===== config.mk =====
export PLATFORM = sky130hd
export DESIGN_NAME = branch_resolve_ctrl
export DESIGN_NICKNAME = d
export VERILOG_FILES = /design/src/rtl/branch_resolve_ctrl_pkg.sv /design/src/rtl/branch_resolve_ctrl_bht.sv /design/src/rtl/branch_resolve_ctrl.sv
export SDC_FILE = /design/constraint.sdc
export NUM_CORES = 1
export LEC_CHECK = 0
export BUFFER_PORTS_ARGS = -buffer_cell sky130_fd_sc_hd__clkbuf_2
export CAP_MARGIN = 20
export CORE_AREA = 2 2 177 179
export CTS_CLUSTER_DIAMETER = 100
export DETAILED_ROUTE_END_ITERATION = 16
export DIE_AREA = 0 0 179 181
export HOLD_SLACK_MARGIN = 0.06
export SYNTH_ARGS = -nofsm -noshare
export SYNTH_HDL_FRONTEND = slang
export SYNTH_SLANG_ARGS = --single-unit

===== constraint.sdc =====
create_clock -name clk -period 6 [get_ports clk]
set_input_delay 0.9 -clock clk [delete_from_list [all_inputs] [get_ports clk]]
set_output_delay 0.9 -clock clk [all_outputs]
set_load 0.02 [all_outputs]

===== src/rtl/branch_resolve_ctrl_pkg.sv =====
// Shared definitions for the execute-stage branch controller: funct3 codes,
// 2-bit predictor counter encodings and the saturating counter step.
package branch_resolve_ctrl_pkg;

    localparam logic [2:0] F3_BEQ  = 3'b000;
    localparam logic [2:0] F3_BNE  = 3'b001;
    localparam logic [2:0] F3_RSV0 = 3'b010;
    localparam logic [2:0] F3_RSV1 = 3'b011;
    localparam logic [2:0] F3_BLT  = 3'b100;
    localparam logic [2:0] F3_BGE  = 3'b101;
    localparam logic [2:0] F3_BLTU = 3'b110;
    localparam logic [2:0] F3_BGEU = 3'b111;

    typedef enum logic [1:0] {
        SNT = 2'b00,
        WNT = 2'b01,
        WT  = 2'b10,
        ST  = 2'b11
    } ctr_t;

    localparam ctr_t CTR_RESET = WNT;

    // Saturating step: taken moves toward ST, not-taken toward SNT.
    function automatic ctr_t ctr_step(input ctr_t c, input logic taken);
        ctr_t r;
        r = c;
        if (taken && c != ST)
            r = ctr_t'(c + 2'd1);
        else if (!taken && c != SNT)
            r = ctr_t'(c - 2'd1);
        return r;
    endfunction

endpackage


===== src/rtl/branch_resolve_ctrl_bht.sv =====
// Flop-based table of 2-bit saturating counters: one combinational read port
// (MSB = predict taken) and one synchronous update port.
module branch_bht
    import branch_resolve_ctrl_pkg::*;
#(
    parameter int ENTRIES = 64,
    parameter int IDX_W   = $clog2(ENTRIES)
) (
    input  logic             clk,
    input  logic             rst_n,
    input  logic [IDX_W-1:0] rd_idx,
    output logic             rd_taken,
    input  logic             upd_en,
    input  logic [IDX_W-1:0] upd_idx,
    input  logic             upd_taken
);

    ctr_t               table_reg [ENTRIES];
    logic [ENTRIES-1:0] hit;

    generate
        for (genvar gi = 0; gi < ENTRIES; gi++) begin : g_hit
            assign hit[gi] = upd_en && (upd_idx == IDX_W'(gi));
        end
    endgenerate

    always_ff @(posedge clk) begin
        for (int i = 0; i < ENTRIES; i++) begin
            if (!rst_n)
                table_reg[i] <= CTR_RESET;
            else if (hit[i])
                table_reg[i] <= ctr_step(table_reg[i], upd_taken);
        end
    end

    // Reads the pre-update value when read and write hit the same entry.
    assign rd_taken = table_reg[rd_idx][1];

endmodule


===== src/rtl/branch_resolve_ctrl.sv =====
// Execute-stage branch resolution: condition decode, mispredict detection,
// registered redirect/flush, prediction table and debug statistics.
module branch_resolve_ctrl
    import branch_resolve_ctrl_pkg::*;
#(
    parameter int ENTRIES = 64,
    parameter int IDX_W   = $clog2(ENTRIES)
) (
    input  logic        clk,
    input  logic        rst_n,
    input  logic        stall,
    input  logic [31:0] f_pc,
    output logic        f_pred_taken,
    input  logic        x_valid,
    input  logic        x_is_branch,
    input  logic [2:0]  x_funct3,
    input  logic [31:0] x_pc,
    input  logic [31:0] x_target,
    input  logic        x_pred_taken,
    output logic        br_un,
    input  logic        br_eq,
    input  logic        br_lt,
    output logic        redirect,
    output logic [31:0] redirect_pc,
    output logic        flush,
    output logic [31:0] stat_branches,
    output logic [31:0] stat_mispredicts,
    output logic        illegal_br
);

    logic        redirect_reg;
    logic [31:0] redirect_pc_reg;
    logic [31:0] stat_branches_reg;
    logic [31:0] stat_mispredicts_reg;
    logic        illegal_br_reg;

    logic taken;
    logic f3_reserved;
    logic resolve;
    logic legal_resolve;
    logic mispredict;
    logic unused_f_pc;

    always_comb begin
        taken = 1'b0;
        case (x_funct3)
            F3_BEQ:          taken = br_eq;
            F3_BNE:          taken = !br_eq;
            F3_BLT, F3_BLTU: taken = br_lt;
            F3_BGE, F3_BGEU: taken = !br_lt;
            default:         taken = 1'b0;
        endcase
    end

    assign br_un       = (x_funct3 == F3_BLTU) || (x_funct3 == F3_BGEU);
    assign f3_reserved = (x_funct3 == F3_RSV0) || (x_funct3 == F3_RSV1);

    // The instruction in execute during a redirect cycle is wrong-path.
    assign resolve       = x_valid && x_is_branch && !stall && !redirect_reg;
    assign legal_resolve = resolve && !f3_reserved;
    assign mispredict    = legal_resolve && (taken != x_pred_taken);

    always_ff @(posedge clk) begin
        if (!rst_n) begin
            redirect_reg         <= 1'b0;
            redirect_pc_reg      <= 32'd0;
            stat_branches_reg    <= 32'd0;
            stat_mispredicts_reg <= 32'd0;
            illegal_br_reg       <= 1'b0;
        end else begin
            illegal_br_reg <= resolve && f3_reserved;
            // A stalled redirect is held until fetch can consume it.
            if (!stall) begin
                redirect_reg <= mispredict;
                if (mispredict)
                    redirect_pc_reg <= taken ? x_target : x_pc + 32'd4;
            end
            if (legal_resolve)
                stat_branches_reg <= stat_branches_reg + 32'd1;
            if (mispredict)
                stat_mispredicts_reg <= stat_mispredicts_reg + 32'd1;
        end
    end

    branch_bht #(
        .ENTRIES (ENTRIES),
        .IDX_W   (IDX_W)
    ) u_bht (
        .clk       (clk),
        .rst_n     (rst_n),
        .rd_idx    (f_pc[IDX_W+1:2]),
        .rd_taken  (f_pred_taken),
        .upd_en    (legal_resolve),
        .upd_idx   (x_pc[IDX_W+1:2]),
        .upd_taken (taken)
    );

    assign unused_f_pc      = ^{f_pc[31:IDX_W+2], f_pc[1:0]};
    assign redirect         = redirect_reg;
    assign flush            = redirect_reg;
    assign redirect_pc      = redirect_pc_reg;
    assign stat_branches    = stat_branches_reg;
    assign stat_mispredicts = stat_mispredicts_reg;
    assign illegal_br       = illegal_br_reg;

endmodule


==> metrics.yaml <==
outcome:
  status: "finished clean"
place:
  portBuffers: 181
  place.gp.congestion: 0.833
  dp_hpwl_um: 25100
routing:
  dr.pass1.iters: 5
  top_layer_used: "met4"
  drc: 0
  drt_iter0_markers: 887
  antenna_left: 0
  via_count: 12300
  vias_per_cell: 6.07
  wl_met1_um: 17100
  route.final.wire_length_um: 38300
  wl_met2_um: 17300
  dr_wl_met3_um: 2880
  wl_per_cell_um: 18.9
sta:
  clock.fmax_ghz: 0.252
  slew_viol_final: 0
  setup_viol: 0
  rsz0062_at_grt: "false"
  finClkSkew_ns: 0.00902
  final_hold_viol_count: 0
  hold_slack_ns: 0.477
  worstMarginPinSlew_ns: 1.04
  setup_tns_ns: 0
  post-route-period-util: 0.660
  maxSlewHeadroom: 0.302
  period_needed_ns: 3.96
clocking:
  cts_setup_buffers: 0
  clockBufferDepth: 3
  clock_sinks: 226
  clkTransAtPathRegs_ns: 0.06
  cts_buffers: 28
  htreeDepth: 1
  insertion_delay_ns: 0.55
  postCtsHoldBufs: 0
  post_cts_resized: 0
  root_buffer: "clkbuf_16"
  tritoncts: "built"
finish:
  fillers: 2830
  fin_nets: 1721
  largest_register_ffs: 128
  drive_above_1_share: 0.172
  syn2layout_area_growth_pct: 15.1
  post-route-util: 0.512
setup_path:
  startpoint_type: "input port"
  r2r-end: "u_bht.table_reg[26][0]$_SDFFCE_PN1P_"
  r2r_start: "flush$_SDFFE_PN0N_"
  worstSetupPathType: "in2out"
  worstPathArrival_ns: 3.06
  reg2reg_depth: 5
  cp.required_ns: 5.10
  rrSetupSlack_ns: 2.77
  worstSetupEndpointType: "primary output"
  cp_max_fo: 15
synth:
  syn_avg_cell_area_um2: 8.98
  synthDistinctLibCells: 67
  synth_top_area_cell: "edfxtp_1"
  yosysWarnings: 0
  ys_seq_elements: 226
  synth_fp_nets: 1617
  syn_area_um2: 13500
  seq_area_frac_synth: 0.430
  synth_area_leaders: "edfxtp_1 28%, dfxtp_1 15%, nor3_1 5.3%"
  netlist.area_leader.share: 0.284
  yosys_most_used_dff: "edfxtp_1"
  synthCells: 1504
  synth-async-reset-ratio: 0
  synth_edf_count: 128
floorplan:
  start_util: 0.445
  rows: 64
  die_x_um: 179
  ios: 208
  die_area_um2: 32400
  core_um2: 30300
  die_h_um: 181
global_routing:
  antenna_found_initial: 1
  track_usage: 0.233
  grt_pass1_wl_um: 61800
  grt_max_degree: 209
  grt_overflow: 0
  grt_pass1_vias: 11500
power:
  p_leak_nw: 5.15
  p_per_area_nw_per_um2: 251
  max-vdd-ir-drop_mv: 0.224
flow_run:
  maxCapViolCount: 0
worst_hold_path:
  hp-class: "reg2reg"
  hold_start: "stat_branches[31]$_SDFFE_PN0N_"
  hold_path_end: "stat_branches[31]$_SDFFE_PN0N_"
  hold_path_depth: 2
-- cells in the final DEF (no fill, tap or decap), types with 8 or more instances in the layout --
cell type	Yosys	routed
a2111oi_0	70	70
a21oi_1	51	51
a31o_2	8	8
and2_1	67	67
and3_1	77	77
and4_1	15	15
buf_4	3	16
clkbuf_16	0	30
clkbuf_2	2	180
dfxtp_1	98	98
edfxtp_1	128	128
inv_1	20	20
mux4_2	16	16
nand2_1	128	128
nand3_1	46	46
nand4_1	25	25
nor2_1	168	168
nor3_1	143	143
nor4_1	16	16
o211ai_1	8	8
o21ai_0	32	32
o31ai_1	21	21
o41ai_1	64	64
or3_1	15	15
or4_1	22	22
xnor2_1	32	31
xor2_1	19	19
-- worst max-delay path by stage --
stage               startpoint            to  slack, ns  cells after the start
detailed placement     f_pc[4]  f_pred_taken       2.01                      7
global placement       f_pc[4]  f_pred_taken       2.05                      7
finish                 f_pc[2]  f_pred_taken       2.04                      6
floorplan              f_pc[4]  f_pred_taken       2.64                      6
global route           f_pc[4]  f_pred_taken       1.88                      7
CTS                    f_pc[4]  f_pred_taken       2.01                      7
-- critical path, stage by stage --
cell	delay, ns
clkbuf_2	0.46
mux4_2	0.63
a2111oi_0	0.49
a31oi_1	0.12
a32o_1	0.29
clkbuf_2	0.16
-- area by class of cell --
| type | count | area [um^2] | share of cell area |
|---|---|---|---|
| Sequential cell | 226 | 5810 | 0.373 |
| Clock inverter | 14 | 195 | 0.0126 |
| Inverter | 21 | 78.8 | 0.00507 |
| Clock buffer | 38 | 801 | 0.0515 |
| Timing Repair Buffer | 197 | 1040 | 0.0669 |
| Tap cell | 396 | 495 | 0.0319 |
| Antenna cell | 1 | 2.50 | 0.000161 |
| Multi-Input combinational cell | 1134 | 7130 | 0.459 |
-- synth_stat cells, types with 6 or more instances --
cell,count
nor2_1,168
nor3_1,143
edfxtp_1,128
nand2_1,128
dfxtp_1,98
clkbuf_1,83
and3_1,77
a2111oi_0,70
and2_1,67
o41ai_1,64
a21oi_1,51
nand3_1,46
buf_2,34
o21ai_0,32
xnor2_1,32
nand4_1,25
or4_1,22
o31ai_1,21
inv_1,20
xor2_1,19
mux4_2,16
nor4_1,16
and4_1,15
or3_1,15
a31o_2,8
o211ai_1,8
mux2i_1,7
ha_1,6
nor2b_1,6
o2111ai_1,6
o221ai_1,6
-- kinds of logic (layout without fill, tap and decap cells) --
logic type,after synthesis,count (layout),synth area share
xor gates and xnor gates,51,51,0.0331
AOI/OAI and AO/OA,301,301,0.170
and+or+nand+nor,753,753,0.286
muxes,23,23,0.0319
adders and majority gates,6,6,0.00556
buffers and inverters,144,270,0.0442
other,0,1,0
DFF,226,226,0.430
-- power breakdown --
part           switching, W  internal [W]
logic              0.000252      0.000123
registers         0.0000252       0.00166
clock network      0.000696       0.00115
total              0.000973       0.00292
-- stage by stage --
| stage | cells | instance area, um^2 | total power [W] | setup WS (ns) |
|---|---|---|---|---|
| floorplan | 1504 | 13500 | 0.00197 | 2.64 |
| global placement | 1974 | 14600 | 0.00208 | 2.05 |
| detailed placement | 1974 | 14600 | 0.00209 | 2.01 |
| CTS | 2026 | 15500 | 0.00393 | 2.01 |
| global route | 2027 | 15500 | 0.00403 | 1.88 |
| finish | 2027 | 15500 | 0.00390 | 2.04 |
-- layer usage --
layer	vias to the layer above	track usage
met5	-	0
met4	0	0.0667
met3	58	0.0627
met2	337	0.366
met1	5922	0.314
li1	5996	-
Note: power is estimated with default switching activity, not from simulation.
